**config.mk**
```make
export PLATFORM = sky130hd
export DESIGN_NAME = mem_addr_sequencer
export DESIGN_NICKNAME = d
export VERILOG_FILES = /design/src/rtl/mem_addr_sequencer.sv
export SDC_FILE = /design/constraint.sdc
export NUM_CORES = 1
export LEC_CHECK = 0
export CAP_MARGIN = 20
export CORE_MARGIN = 10
export CORE_UTILIZATION = 30
export DETAILED_ROUTE_END_ITERATION = 12
export PLACE_DENSITY_LB_ADDON = 0.25
export SLEW_MARGIN = 20
export SYNTH_ARGS = -nofsm -noshare
export SYNTH_HDL_FRONTEND = slang
export SYNTH_SLANG_ARGS = --single-unit
```
**constraint.sdc**
```tcl
create_clock -name Clk -period 2.5 [get_ports Clk]
set_input_delay 0.25 -clock Clk [delete_from_list [all_inputs] [get_ports Clk]]
set_output_delay 0.25 -clock Clk [all_outputs]
set_load 0.02 [all_outputs]
```
**src/rtl/mem_addr_sequencer.sv**
```systemverilog
// rtl/mem_addr_sequencer.sv - LC-3 effective-address and memory-access sequencer
// Drives the address-mux selects and bus/load strobes for memory-class instructions.
module mem_addr_sequencer #(
    parameter int MAX_WAIT = 16
) (
    input  logic        Clk,
    input  logic        Reset,
    input  logic        start,
    input  logic [15:0] IR,
    input  logic        mem_ready,
    output logic        ADDR1MUX,
    output logic [1:0]  ADDR2MUX,
    output logic        GateMARMUX,
    output logic        GateMDR,
    output logic        LD_MAR,
    output logic        LD_MDR,
    output logic        Mem_OE,
    output logic        Mem_WE,
    output logic        busy,
    output logic        done,
    output logic        err
);

    localparam int CW = $clog2(MAX_WAIT + 1);
    localparam logic [CW-1:0] MAX_CNT = CW'(MAX_WAIT);

    localparam logic [3:0] OP_LD  = 4'b0010;
    localparam logic [3:0] OP_ST  = 4'b0011;
    localparam logic [3:0] OP_LDR = 4'b0110;
    localparam logic [3:0] OP_STR = 4'b0111;
    localparam logic [3:0] OP_LDI = 4'b1010;
    localparam logic [3:0] OP_STI = 4'b1011;
    localparam logic [3:0] OP_LEA = 4'b1110;

    typedef enum logic [2:0] {
        S_IDLE,
        S_EA,
        S_RD1,
        S_IND,
        S_RD2,
        S_WR,
        S_DONE
    } state_t;

    state_t         state_q, state_d;
    logic [15:0]    ir_q, ir_d;
    logic [CW-1:0]  cnt_q, cnt_d;
    logic           err_q, err_d;
    logic [3:0]     op;
    logic           wait_expired;
    logic           unused_ir_bits;

    function automatic logic is_legal(input logic [3:0] opc);
        return (opc == OP_LD)  || (opc == OP_ST)  || (opc == OP_LDR) || (opc == OP_STR) ||
               (opc == OP_LDI) || (opc == OP_STI) || (opc == OP_LEA);
    endfunction

    function automatic logic is_indirect(input logic [3:0] opc);
        return (opc == OP_LDI) || (opc == OP_STI);
    endfunction

    function automatic logic is_direct_store(input logic [3:0] opc);
        return (opc == OP_ST) || (opc == OP_STR);
    endfunction

    function automatic logic is_base_rel(input logic [3:0] opc);
        return (opc == OP_LDR) || (opc == OP_STR);
    endfunction

    assign op             = ir_q[15:12];
    assign unused_ir_bits = ^ir_q[11:0];
    assign wait_expired   = (cnt_q == MAX_CNT) && !mem_ready;

    always_ff @(posedge Clk) begin
        if (Reset) begin
            state_q <= S_IDLE;
            ir_q    <= '0;
            cnt_q   <= '0;
            err_q   <= 1'b0;
        end else begin
            state_q <= state_d;
            ir_q    <= ir_d;
            cnt_q   <= cnt_d;
            err_q   <= err_d;
        end
    end

    // The wait counter defaults to zero, so it is clear on every entry to a memory state.
    always_comb begin
        state_d = state_q;
        ir_d    = ir_q;
        cnt_d   = '0;
        err_d   = err_q;
        case (state_q)
            S_IDLE: begin
                if (start) begin
                    ir_d    = IR;
                    err_d   = !is_legal(IR[15:12]);
                    state_d = is_legal(IR[15:12]) ? S_EA : S_DONE;
                end
            end
            S_EA: begin
                if (op == OP_LEA) begin
                    state_d = S_DONE;
                end else if (is_direct_store(op)) begin
                    state_d = S_WR;
                end else begin
                    state_d = S_RD1;
                end
            end
            S_RD1: begin
                if (mem_ready) begin
                    state_d = is_indirect(op) ? S_IND : S_DONE;
                end else if (wait_expired) begin
                    state_d = S_DONE;
                    err_d   = 1'b1;
                end else begin
                    cnt_d = cnt_q + CW'(1);
                end
            end
            S_IND: begin
                state_d = (op == OP_LDI) ? S_RD2 : S_WR;
            end
            S_RD2, S_WR: begin
                if (mem_ready) begin
                    state_d = S_DONE;
                end else if (wait_expired) begin
                    state_d = S_DONE;
                    err_d   = 1'b1;
                end else begin
                    cnt_d = cnt_q + CW'(1);
                end
            end
            S_DONE: begin
                state_d = S_IDLE;
            end
            default: begin
                state_d = S_IDLE;
            end
        endcase
    end

    always_comb begin
        ADDR1MUX   = 1'b0;
        ADDR2MUX   = 2'b00;
        GateMARMUX = 1'b0;
        GateMDR    = 1'b0;
        LD_MAR     = 1'b0;
        Mem_OE     = 1'b0;
        Mem_WE     = 1'b0;
        done       = 1'b0;
        err        = 1'b0;
        busy       = (state_q != S_IDLE);
        case (state_q)
            S_EA: begin
                GateMARMUX = 1'b1;
                LD_MAR     = 1'b1;
                if (is_base_rel(op)) begin
                    ADDR1MUX = 1'b1;
                    ADDR2MUX = 2'b01;
                end else begin
                    ADDR1MUX = 1'b0;
                    ADDR2MUX = 2'b10;
                end
            end
            S_RD1, S_RD2: begin
                Mem_OE = 1'b1;
            end
            S_IND: begin
                GateMDR = 1'b1;
                LD_MAR  = 1'b1;
            end
            S_WR: begin
                Mem_WE = 1'b1;
            end
            S_DONE: begin
                done = 1'b1;
                err  = err_q;
            end
            default: begin
                busy = (state_q != S_IDLE);
            end
        endcase
        LD_MDR = Mem_OE & mem_ready;
    end

endmodule

```
==> impl_metrics.json <==
{
  "io_buffer_count": 19,
  "die_area_um2": 5014,
  "synth_nets": 116,
  "yosysTopAreaCell": "dfxtp_1",
  "cts-resized-gates": 0,
  "gr-total-overflow": 0,
  "root_buffer": "clkbuf_4",
  "syn_to_final_growth_pct": 31.34,
  "place_congestion": 0.8302,
  "drtIter0Drc": 34,
  "core-area_um2": 2477,
  "clk_path_buf_depth": 2,
  "seqCellArea_um2": 260.3,
  "antenna_left": 0,
  "first_global_vias": 677,
  "synthXorXnorAreaFrac_pct": 4.523,
  "clkTransAtPathRegs_ns": 0.09,
  "fin_cells": 145,
  "yosysWarnings": 0,
  "synth_commonest_cells": "dfxtp_1 (13), nor2_1 (13), a21oi_1 (8)",
  "multi_input_area_um2": 473.0,
  "holdBufCountCts": 0,
  "cap_violations": 0,
  "crit_chain": "nor2b_1, nor2b_1, a21boi_0, clkdlybuf4s50_1",
  "synth_compound_area_share_pct": 14.86,
  "p_leak_nw": 0.3813,
  "worstSetupEndpointType": "output port",
  "worstSetupPathType": "register to output port",
  "reg2reg_depth": 6,
  "routedWlPerCell_um": 12.77,
  "routed_wl_um": 1852,
  "crit_start": "state_q[0]",
  "fmax_ghz": 0.4392,
  "antennaDiodeCount": 0,
  "grt_max_degree": 15,
  "rows": 18,
  "irDropWorstVdd_mv": 0.3346,
  "synth_top_family_by_area": "simple AND/OR/NAND/NOR gates",
  "yosysSeqAreaShare_pct": 33.60,
  "synth_top_area_share_pct": 33.60,
  "cp.depth": 4,
  "busiest_layer": "met2",
  "drv_slew": 0,
  "final_layout_size_suffix_gt1_share_pct": 7.826,
  "cts_tree": "done",
  "grtUsageMet1_pct": 8.716,
  "cp-start-kind": "register",
  "setup_viol": 0,
  "viasPerCell": 4.966,
  "synth_area_leaders": "dfxtp_1 (34%), mux2i_1 (6.5%), nor2_1 (6.3%)",
  "dp_cells": 141,
  "muxShareOfSynthArea_pct": 6.462,
  "antenna_found_initial": 0,
  "path_delay_family": "buffers and inverters",
  "syn_area_um2": 774.5,
  "num_vias": 720,
  "synthAdderAreaFrac_pct": 3.231,
  "start_util_pct": 31.26,
  "rr_startpoint": "cnt_q[0]",
  "grt_usage_pct": 7.325,
  "ys_ff_latch": 13,
  "path_common_cell": "nor2b_1",
  "finalHoldViolCount": 0,
  "worstPathMaxFanout": 4,
  "worst_hold_path_type": "register to register",
  "cpMaxStageDelayCell": "clkdlybuf4s50_1",
  "fin_setup_tns_ns": 0,
  "final_util_pct": 41.06,
  "avgSynthCellArea_um2": 8.239,
  "syn_inst": 94,
  "tightest_slew_ns": 0.4521,
  "cts.htree.levels": 1,
  "fillers": 276,
  "final_nets": 138,
  "clock_skew_ns": 0.007742,
  "crit_end": "ADDR2MUX[1]",
  "grt_first_pass_wirelength_um": 3118,
  "required_ns": 2.25,
  "relSlewSlack_pct": 69.82,
  "synth_edf_count": 0,
  "cts.sinks": 13,
  "post_cts_buffers": 0,
  "period_share_pct": 91.07,
  "rsz0062_at_grt": "no",
  "io_pins": 32,
  "r2r_slack_ns": 0.81,
  "period_minus_slack_ns": 2.277,
  "yosys.area_share.simple_pct": 31.99,
  "path_buf_inv": 1,
  "power_density_nw_per_um2": 651.9,
  "use_met2_pct": 11.37,
  "drtPass1Iterations": 4,
  "synth_flop_cell": "dfxtp_1",
  "hpwl_um": 1459,
  "status": "completed",
  "arrival_ns": 2.03,
  "ys_async_sr_fraction_pct": 0,
  "setup_slack_ns": 0.2232,
  "cts_inserted_buffers": 3,
  "slowest_delay_ns": 0.63,
  "die_h_um": 70.81,
  "r2r-end": "cnt_q[4]",
  "dp_slack_ns": 0.5120,
  "met3_usage_pct": 2.371,
  "drcViolationCount": 0,
  "insertion_delay_ns": 0.28,
  "die_w_um": 70.81,
  "synth.distinct_cells": 33
}
area by class of cell:
type | count | area share [%]
well taps | 30 | 3.690
flip-flops and latches | 13 | 25.58
inverters | 4 | 1.476
clock buffers | 4 | 2.583
repair buffers | 21 | 20.17
multi-input cells | 73 | 46.49
cell usage in the layout, fill, tap and decap left out, types with 4 or more instances in the layout:
cell type        netlist  routed
clkdlybuf4s50_1        0      19
nor2_1                13      13
dfxtp_1               13      13
a21oi_1                8       8
nor2b_1                5       5
nand3_1                5       5
nand2_1                5       5
mux2i_1                5       5
and2_1                 4       4
inv_1                  4       4
state kept, by name, indices dropped and copies added (netlist names):
signal,cells
ir_q,4
state_q,3
err_q,1
cnt_q,5
worst min-delay path by stage:
stage                     startpoint  endpoint  cells after the start
after floorplan                Reset     err_q                      1
after global placement      cnt_q[0]  cnt_q[0]                      1
after detailed placement    cnt_q[0]  cnt_q[0]                      1
after CTS                   cnt_q[0]  cnt_q[0]                      1
after global routing        cnt_q[0]  cnt_q[0]                      1
final                       cnt_q[0]  cnt_q[0]                      1
routing by layer:
layer | wire (um) | up-vias
li1 | - | 365
met1 | 914 | 333
met2 | 797 | 18
met3 | 108 | 4
met4 | 31 | 0
met5 | 0 | -
power by group:
part / internal [mW] / switching (mW) / leakage, nW
sequential: 0.229 / 0.0299 / 0.106
combinational: 0.133 / 0.137 / 0.260
clock: 0.0619 / 0.0714 / 0.0150
total: 0.425 / 0.239 / 0.381
metrics by stage:
stage          total power, mW  cell area [um2]  hold WS [ns]
4_1_cts                 0.6671             1017        0.4832
3_5_place_dp            0.5338            991.0        0.4671
3_3_place_gp            0.5313            991.0        0.4446
6_report                0.6631             1017        0.4731
5_1_grt                 0.7092             1017        0.5005
2_1_floorplan           0.4340            774.5        0.3191
kinds of logic (layout without fill, tap and decap cells):
group,Yosys count,after routing
xor+xnor,4,4
mux,5,5
simple gates,43,43
buf+inv,8,29
compound gates,19,19
fa+ha+maj,2,2
flops,13,13
No activity file was read; power rests on OpenSTA's default activity.
